===== src/rtl/ddr_port_arbiter_if.sv =====
// Client and DDR-controller signal bundle for ddr_port_arbiter.
// The master modport is the arbiter; the slave modport is the clients plus controller.
interface ddr_port_arbiter_if #(
  parameter int NUM_CLIENTS = 4
);
  logic [NUM_CLIENTS-1:0]    ClReq;
  logic [NUM_CLIENTS-1:0]    ClWr;
  logic [2*NUM_CLIENTS-1:0]  ClBank;
  logic [23*NUM_CLIENTS-1:0] ClAddr;
  logic [16*NUM_CLIENTS-1:0] ClWData;
  logic [NUM_CLIENTS-1:0]    ClAck;
  logic [NUM_CLIENTS-1:0]    ClDone;
  logic [NUM_CLIENTS-1:0]    ClErr;
  logic [15:0]               ClRData;
  logic                      WrStart;
  logic                      RdStart;
  logic [1:0]                WrBank;
  logic [1:0]                RdBank;
  logic [22:0]               WrAddr;
  logic [22:0]               RdAddr;
  logic [15:0]               WrData;
  logic                      WrReady;
  logic                      RdReady;
  logic [15:0]               RdData;
  logic                      DevReady;
  logic                      Fault;

  modport master (
    input  ClReq, ClWr, ClBank, ClAddr, ClWData, WrReady, RdReady, RdData, DevReady,
    output ClAck, ClDone, ClErr, ClRData, WrStart, RdStart, WrBank, RdBank,
           WrAddr, RdAddr, WrData, Fault
  );

  modport slave (
    output ClReq, ClWr, ClBank, ClAddr, ClWData, WrReady, RdReady, RdData, DevReady,
    input  ClAck, ClDone, ClErr, ClRData, WrStart, RdStart, WrBank, RdBank,
           WrAddr, RdAddr, WrData, Fault
  );
endinterface


===== src/rtl/ddr_port_arbiter.sv =====
// Round-robin arbiter serialising client read/write transactions onto one DDR
// controller port, with per-wait-state timeout and sticky fault reporting.
module ddr_port_arbiter #(
  parameter int NUM_CLIENTS = 4,
  parameter int TIMEOUT     = 1023
) (
  input  logic              CLK_200MHz,
  input  logic              RST,
  ddr_port_arbiter_if.master bus
);
  localparam int GW = (NUM_CLIENTS > 1) ? $clog2(NUM_CLIENTS) : 1;
  localparam logic [15:0] CNT_LAST = 16'(TIMEOUT - 1);

  typedef enum logic [1:0] {IDLE, ISSUE, WAIT_ACCEPT, WAIT_DONE} state_t;

  state_t          state;
  logic [GW-1:0]   last;
  logic [GW-1:0]   gnt;
  logic            wr_dir;
  logic [15:0]     cnt;
  logic            found;
  logic [GW-1:0]   pick;
  logic [GW-1:0]   cand;
  logic            sel_ready;

  function automatic logic [NUM_CLIENTS-1:0] onehot(input logic [GW-1:0] idx);
    return NUM_CLIENTS'(1) << idx;
  endfunction

  // Search from the client after the last owner; requesters whose path is busy are skipped.
  always_comb begin
    found = 1'b0;
    pick  = '0;
    cand  = '0;
    for (int off = 1; off <= NUM_CLIENTS; off++) begin
      cand = GW'((int'(last) + off) % NUM_CLIENTS);
      if (!found && bus.ClReq[cand] && (bus.ClWr[cand] ? bus.WrReady : bus.RdReady)) begin
        found = 1'b1;
        pick  = cand;
      end
    end
  end

  assign sel_ready = wr_dir ? bus.WrReady : bus.RdReady;

  always_ff @(posedge CLK_200MHz or posedge RST) begin
    if (RST) begin
      state       <= IDLE;
      last        <= GW'(NUM_CLIENTS - 1);
      gnt         <= '0;
      wr_dir      <= 1'b0;
      cnt         <= '0;
      bus.ClAck   <= '0;
      bus.ClDone  <= '0;
      bus.ClErr   <= '0;
      bus.ClRData <= '0;
      bus.WrStart <= 1'b0;
      bus.RdStart <= 1'b0;
      bus.WrBank  <= '0;
      bus.RdBank  <= '0;
      bus.WrAddr  <= '0;
      bus.RdAddr  <= '0;
      bus.WrData  <= '0;
      bus.Fault   <= 1'b0;
    end else begin
      bus.ClAck   <= '0;
      bus.ClDone  <= '0;
      bus.ClErr   <= '0;
      bus.WrStart <= 1'b0;
      bus.RdStart <= 1'b0;
      case (state)
        IDLE: begin
          if (bus.DevReady && found) begin
            gnt       <= pick;
            wr_dir    <= bus.ClWr[pick];
            bus.ClAck <= onehot(pick);
            if (bus.ClWr[pick]) begin
              bus.WrStart <= 1'b1;
              bus.WrBank  <= bus.ClBank[2*int'(pick) +: 2];
              bus.WrAddr  <= bus.ClAddr[23*int'(pick) +: 23];
              bus.WrData  <= bus.ClWData[16*int'(pick) +: 16];
            end else begin
              bus.RdStart <= 1'b1;
              bus.RdBank  <= bus.ClBank[2*int'(pick) +: 2];
              bus.RdAddr  <= bus.ClAddr[23*int'(pick) +: 23];
            end
            state <= ISSUE;
          end
        end
        ISSUE: begin
          cnt   <= '0;
          state <= WAIT_ACCEPT;
        end
        WAIT_ACCEPT: begin
          if (!sel_ready) begin
            cnt   <= '0;
            state <= WAIT_DONE;
          end else if (cnt == CNT_LAST) begin
            bus.ClDone <= onehot(gnt);
            bus.ClErr  <= onehot(gnt);
            bus.Fault  <= 1'b1;
            last       <= gnt;
            cnt        <= '0;
            state      <= IDLE;
          end else begin
            cnt <= cnt + 16'd1;
          end
        end
        WAIT_DONE: begin
          // Completion is checked before the limit so a late Ready still succeeds.
          if (sel_ready) begin
            bus.ClDone <= onehot(gnt);
            if (!wr_dir) bus.ClRData <= bus.RdData;
            last  <= gnt;
            cnt   <= '0;
            state <= IDLE;
          end else if (cnt == CNT_LAST) begin
            bus.ClDone <= onehot(gnt);
            bus.ClErr  <= onehot(gnt);
            bus.Fault  <= 1'b1;
            last       <= gnt;
            cnt        <= '0;
            state      <= IDLE;
          end else begin
            cnt <= cnt + 16'd1;
          end
        end
        default: state <= IDLE;
      endcase
    end
  end
endmodule

===== src/flat_wrapper.sv =====
// flat-port wrapper written by rule: the top's interface ports become plain ports
module ddr_port_arbiter_flat 
#(
  parameter int NUM_CLIENTS = 4,
  parameter int TIMEOUT     = 1023
)
  (CLK_200MHz, RST, bus_ClReq, bus_ClWr, bus_ClBank, bus_ClAddr, bus_ClWData, bus_WrReady, bus_RdReady, bus_RdData, bus_DevReady, bus_ClAck, bus_ClDone, bus_ClErr, bus_ClRData, bus_WrStart, bus_RdStart, bus_WrBank, bus_RdBank, bus_WrAddr, bus_RdAddr, bus_WrData, bus_Fault);
  ddr_port_arbiter_if #(.NUM_CLIENTS(NUM_CLIENTS)) bus_i ();
  input  logic CLK_200MHz;
  input  logic RST;
  input wire logic [$bits(bus_i.ClReq)-1:0] bus_ClReq;
  input wire logic [$bits(bus_i.ClWr)-1:0] bus_ClWr;
  input wire logic [$bits(bus_i.ClBank)-1:0] bus_ClBank;
  input wire logic [$bits(bus_i.ClAddr)-1:0] bus_ClAddr;
  input wire logic [$bits(bus_i.ClWData)-1:0] bus_ClWData;
  input wire logic [$bits(bus_i.WrReady)-1:0] bus_WrReady;
  input wire logic [$bits(bus_i.RdReady)-1:0] bus_RdReady;
  input wire logic [$bits(bus_i.RdData)-1:0] bus_RdData;
  input wire logic [$bits(bus_i.DevReady)-1:0] bus_DevReady;
  output wire logic [$bits(bus_i.ClAck)-1:0] bus_ClAck;
  output wire logic [$bits(bus_i.ClDone)-1:0] bus_ClDone;
  output wire logic [$bits(bus_i.ClErr)-1:0] bus_ClErr;
  output wire logic [$bits(bus_i.ClRData)-1:0] bus_ClRData;
  output wire logic [$bits(bus_i.WrStart)-1:0] bus_WrStart;
  output wire logic [$bits(bus_i.RdStart)-1:0] bus_RdStart;
  output wire logic [$bits(bus_i.WrBank)-1:0] bus_WrBank;
  output wire logic [$bits(bus_i.RdBank)-1:0] bus_RdBank;
  output wire logic [$bits(bus_i.WrAddr)-1:0] bus_WrAddr;
  output wire logic [$bits(bus_i.RdAddr)-1:0] bus_RdAddr;
  output wire logic [$bits(bus_i.WrData)-1:0] bus_WrData;
  output wire logic [$bits(bus_i.Fault)-1:0] bus_Fault;
  assign bus_i.ClReq = bus_ClReq;
  assign bus_i.ClWr = bus_ClWr;
  assign bus_i.ClBank = bus_ClBank;
  assign bus_i.ClAddr = bus_ClAddr;
  assign bus_i.ClWData = bus_ClWData;
  assign bus_i.WrReady = bus_WrReady;
  assign bus_i.RdReady = bus_RdReady;
  assign bus_i.RdData = bus_RdData;
  assign bus_i.DevReady = bus_DevReady;
  assign bus_ClAck = bus_i.ClAck;
  assign bus_ClDone = bus_i.ClDone;
  assign bus_ClErr = bus_i.ClErr;
  assign bus_ClRData = bus_i.ClRData;
  assign bus_WrStart = bus_i.WrStart;
  assign bus_RdStart = bus_i.RdStart;
  assign bus_WrBank = bus_i.WrBank;
  assign bus_RdBank = bus_i.RdBank;
  assign bus_WrAddr = bus_i.WrAddr;
  assign bus_RdAddr = bus_i.RdAddr;
  assign bus_WrData = bus_i.WrData;
  assign bus_Fault = bus_i.Fault;
  ddr_port_arbiter #(.NUM_CLIENTS(NUM_CLIENTS), .TIMEOUT(TIMEOUT)) u_core (.CLK_200MHz(CLK_200MHz), .RST(RST), .bus(bus_i));
endmodule

===== config.mk =====
export PLATFORM = sky130hd
export DESIGN_NAME = ddr_port_arbiter_flat
export DESIGN_NICKNAME = d
export VERILOG_FILES = /design/src/rtl/ddr_port_arbiter_if.sv /design/src/rtl/ddr_port_arbiter.sv /design/src/flat_wrapper.sv
export SDC_FILE = /design/constraint.sdc
export NUM_CORES = 1
export LEC_CHECK = 0
export BUFFER_PORTS_ARGS = -buffer_cell sky130_fd_sc_hd__buf_4
export CORE_MARGIN = 2
export CORE_UTILIZATION = 45
export DETAILED_ROUTE_END_ITERATION = 7
export PLACE_DENSITY = 0.77
export SLEW_MARGIN = 20
export SYNTH_ARGS = -nofsm -noshare
export SYNTH_HDL_FRONTEND = slang
export SYNTH_SLANG_ARGS = --single-unit

===== constraint.sdc =====
create_clock -name CLK_200MHz -period 4.15 [get_ports CLK_200MHz]
set_input_delay 0.415 -clock CLK_200MHz [delete_from_list [all_inputs] [get_ports CLK_200MHz]]
set_output_delay 0.415 -clock CLK_200MHz [all_outputs]
set_load 0.01 [all_outputs]

Word-level counts from Yosys, hierarchy flattened
Cells that the tools add are included.

word-level totals
  flip-flop bits (word level) = 120
  bits of input ports = 193
  output and inout port bits = 97
  logic and storage cells = 124

cells by class
  $add $sub $neg = 5
  $mul = 1
  magnitude comparators = 5
  equality and inequality tests = 7
  shifts and indexed selects = 5
  mux-type cells = 62
  bitwise logic cells = 2
  reduce and logical (&&, ||, !) cells = 20

operators by type and width
  operator               count
  $shiftx 92x32->23      1
  $shiftx 64x7->16       1
  $mux 16                3
  $pmux 16 s3            1
  $mux 1                 27
  $mux 4                 6
  $mux 2                 11
  $bmux 1 s2             9
  $add 16x1->16 const B  1
  $eq 16x10->1 const B   1
  $pmux 4 s2             2
  $lt 2x3->1 const B     5
  $reduce_and 3->1       4
  $logic_and 1x1->1      8
  $pmux 2 s4             1
  $shiftx 8x4->2         1
  $shl 1x2->4 const A    2
  $mul 5x2->7 const A    1
  $add 2x1->2 const B    2
  $add 2x2->2 const B    2
  $eq 2x2->1 const B     2
  $ne 2x1->1 const B     2
  $pmux 2 s2             1
  $reduce_and 2->1       2
  other kinds (8)        11

Longest topological paths before layout
  depth in word-level cells = 23
  depth in mapped cells = 12
  depth with buffers taken out = 10

Worst setup path after synthesis
OpenSTA, ideal clock, no wires.

  path type = register -> register
  start point = reg u_core.last[0]
  end point = reg u_core.bus.RdAddr[10] (netlist bit)
  library setup time = 125 ps
  data arrival time = 3198 ps
  data required time = 4025 ps
  slack = 827 ps
  stages on the path, launching flop included = 9
  path buffers = 1
  period minus slack after synthesis = 3323 ps
  cells stage by stage = dfstp_2 -> mux4_1 -> mux2_4 -> o211ai_1 -> a21oi_1 -> a31oi_2 -> buf_6 -> mux4_2 -> mux2_4

between the ends
  longest elaborated chain between the ends = 22
  elaborated cells on any way between the ends = 49
  classes of those cells = add/sub (4); mul (1); shift (1); mux (30); bitwise (1); reduce/logical (12)

RTL lines
  what                                                                  line                       RTL
  from (decl)                                                           ddr_port_arbiter.sv:17     logic [GW-1:0] last;
  from (signal assigned)                                                ddr_port_arbiter.sv:49     last <= GW'(NUM_CLIENTS - 1);
  from (signal assigned)                                                ddr_port_arbiter.sv:102    last <= gnt;
  from (signal assigned)                                                ddr_port_arbiter.sv:114    last <= gnt;
  parallel branches: the longest is 22 deep, another holds $add 2x1->2  --
  to (signal assigned)                                                  ddr_port_arbiter.sv:85     bus.RdAddr <= bus.ClAddr[23*int'(pick) +: 23];
  to (decl)                                                             ddr_port_arbiter_if.sv:31  WrAddr, RdAddr, WrData, Fault

Several ways; the timed one is not identified. The select of a mux whose other input is x is not followed.
A chain may end at the register's enable or synchronous reset.

Worst setup path after layout
  start point = reg u_core.last[0]
  end point = reg u_core.bus.WrAddr[12] (netlist bit)

between the ends
  longest elaborated chain between the ends = 21
  elaborated cells on any way between the ends = 48
  classes of those cells = add/sub (4); mul (1); shift (1); mux (30); reduce/logical (12)

RTL lines
  what                                                                  line                       RTL
  parallel branches: the longest is 21 deep, another holds $add 2x1->2  --
  to (signal assigned)                                                  ddr_port_arbiter.sv:80     bus.WrAddr <= bus.ClAddr[23*int'(pick) +: 23];
  to (decl)                                                             ddr_port_arbiter_if.sv:31

Several ways; the timed one is not identified. The select of a mux whose other input is x is not followed.

==> flow_metrics.tcl <==
set metrics [dict create \
    status "finished, final reports clean" \
    die_w_um 125.2 \
    cp_slowest_cell "dfstp_2" \
    reg2reg_depth 9 \
    peakVddDrop_v 0.0004512 \
    reg2reg_from "u_core.last[0]$_DFFE_PP1P_" \
    synth_top_flop_cell "dfrtp_1" \
    gp_congestion 0.9170 \
    synthesis.instances 468 \
    drive_above_1_share_pct 61.69 \
    period_needed_ns 3.710 \
    coreArea_mm2 0.01442 \
    grt_max_degree 45 \
    worstReg2RegEnd "u_core.bus.WrAddr[12]$_DFFE_PP0P_" \
    rsz0062_at_grt "no" \
    drt_wl_total_um 19590 \
    crit_path_max_fanout 26 \
    clk_pin_slew_ns 0.05 \
    crit_cells 9 \
    setup_tns_ns 0 \
    fin_nets 952 \
    power_frac_clock_pct 20.7 \
    skew_ns 0.005965 \
    cts_hold_buf 0 \
    drt_first_iter_violations 307 \
    pwr-share-seq_pct 26.8 \
    ant_nets 0 \
    postCtsSetupRepairBufs 0 \
    die_y_um 125.2 \
    final_common_cell "buf_4" \
    maxCapViolCount 0 \
    p_int_mw 4.746 \
    ios 290 \
    synth_cell_type_count 55 \
    synth_nets 663 \
    row_count 44 \
    place.port_buffers 289 \
    tightest_slew_ns 0.9523 \
    syn_area_per_cell_um2 14.13 \
    power.density_mw_per_mm2 767.8 \
    firstDrtPassIters 5 \
    period_share_pct 89.39 \
    synth_area_mm2 0.006611 \
    wire_per_inst_um 20.53 \
    synth_seq_cells 120 \
    worstSetupStartpoint "u_core.last[0]$_DFFE_PP1P_" \
    routed_via_density 5.520 \
    synth-seq-area-share_pct 45.46 \
    initial_core_util_pct 45.84 \
    synth_edf_count 0 \
    p_switching_mw 2.558 \
    rrSetupSlack_ns 0.44 \
    overflow 0 \
    hold_violations 0 \
    slew_violations 0 \
    final_cell_mix "buf_4, dfrtp_1, mux2_4" \
    synth_warnings 0 \
    groute.usage.overall_pct 25.42 \
    instances_no_fill 954 \
    slew_headroom_pct 36.28 \
    cp-start-kind "register" \
    grt_antenna_before_repair 1 \
    leakagePower_nw 4.609 \
    cts_buffer_depth 2 \
    grt_pass1_wl_um 30740 \
    combPwrFrac_pct 52.5 \
    root_buffer "clkbuf_16" \
    cp-endpoint "u_core.bus.WrAddr[12]$_DFFE_PP0P_" \
    end_kind "register" \
    clock_latency_ns 0.41 \
    cts.repair.resized 0 \
    h-tree-depth 4 \
    cts_sinks 120 \
    power_mw 7.304 \
    critPathBufInv 1 \
    critical_path.cell_chain "mux4_1, mux2i_1, o211ai_2, nand2_1, o311ai_1, a2111oi_4, o2bb2ai_4, buf_12, mux2_4" \
    cp_top_family "compound AO/OA/AOI/OAI gates" \
    antenna_cells 0 \
    fin_area_mm2 0.009513 \
    fmax_mhz 269.6 \
    hpwl_um 15160 \
    max_stage_delay_ns 0.66 \
    cp.required_ns 4.45 \
    holdCritPathClass "input pin to async pin" \
    cts_tree "done" \
    drc 0 \
    first_global_vias 5500 \
    netSwitchingFraction_pct 35.02 \
    setup_violations 0 \
    worstPathArrival_ns 4.01 \
    dpl_cell_area_mm2 0.008904 \
    cts_buffers 17 \
    num_vias 5266 \
    dieArea_mm2 0.01568 \
    area_growth_pct 43.89 \
    dp_cells 922 \
    utilization_pct 65.95 \
    crit_type "register to register" \
    synthArstFlopShare_pct 100.0 \
]
-- through the flow --
stage / hold slack, ns / setup WS [ns]
6_report: 0.03671 / 0.4402
5_1_grt: 0.07212 / 0.2494
4_1_cts: 0.03938 / 0.4608
3_5_place_dp: 0.4664 / 0.4801
3_3_place_gp: 0.4573 / 0.5377
2_1_floorplan: 0.4517 / 0.5525
-- synthesized netlist by cell type (5+ instances only) --
library cell	count	area [um2]
buf_6	14	157.7
o21ai_0	17	85.08
mux2i_1	12	120.1
xor2_1	7	61.31
nand3_1	10	50.05
clkbuf_1	10	37.54
and3_1	5	31.28
nor2_1	23	86.33
mux2_4	58	870.8
nor2b_1	5	31.28
a21oi_1	7	35.03
nand2_1	28	105.1
nand4_1	5	31.28
inv_1	11	41.29
mux4_2	44	991.0
nor3_1	13	65.06
dfrtp_1	118	2953
mux2_2	29	326.6
-- how the worst min path moves through the flow --
stage | from | to | cells after the start
global placement | u_core.bus.Fault$_DFFE_PP0P_ | u_core.bus.Fault$_DFFE_PP0P_ | 1
floorplan | u_core.cnt[3]$_DFFE_PP0N_ | u_core.cnt[3]$_DFFE_PP0N_ | 1
CTS | RST | u_core.bus.RdAddr[13]$_DFFE_PP0P_ | 2
finish | RST | u_core.bus.RdAddr[13]$_DFFE_PP0P_ | 2
global route | RST | u_core.bus.RdAddr[13]$_DFFE_PP0P_ | 2
detailed placement | u_core.bus.Fault$_DFFE_PP0P_ | u_core.bus.Fault$_DFFE_PP0P_ | 1
-- flip-flops by register name (all words and copies together), names as in the netlist, 2 cells and up --
name / cells
u_core.bus.WrData: 16
u_core.bus.ClErr: 4
u_core.bus.WrAddr: 23
u_core.bus.WrBank: 2
u_core.bus.ClAck: 4
u_core.bus.RdBank: 2
u_core.bus.ClDone: 4
u_core.last: 2
u_core.cnt: 16
u_core.state: 2
u_core.bus.ClRData: 16
u_core.gnt: 2
u_core.bus.RdAddr: 23
-- layer usage --
layer  track usage, %  up-vias  routed length (um)  part of all wire [%]
met1            32.07     2654                7779                    40
met4            9.935        2                 477                   2.4
met3            7.574       34                1529                   7.8
li1                 -     2337                   -                     -
met5                0        -                  11                 0.056
met2            41.46      239                9787                    50
-- layout make-up --
cell class              instances  area [um2]
clock buffers                  24       491.7
clock inverters                 8       117.6
fillers                      1063        4911
inverters                      11       43.79
multi-input cells             308        3354
flip-flops and latches        120        3005
well taps                     184       230.2
repair buffers                299        2270
-- power by group through the flow --
stage                     Clock, mW  Combinational [mW]  Sequential, mW
after global placement            0                3.76            1.95
after floorplan                   0                2.44            2.06
after global routing           1.59                4.08            2.01
final                          1.51                3.83            1.96
after CTS                      1.53                3.86            1.96
after detailed placement          0                3.83            1.97
-- cell families (layout without fill, tap and decap cells) --
family,after synthesis,in the layout,share of synthesized area (%)
and+or+nand+nor,104,104,7.684
buffers and inverters,40,342,3.936
muxes,145,145,35.71
adders and majority gates,3,3,0.5298
AOI/OAI and AO/OA,47,47,5.488
xor gates and xnor gates,9,9,1.192
DFF,120,120,45.46
Note: power is estimated with default switching activity, not from simulation.
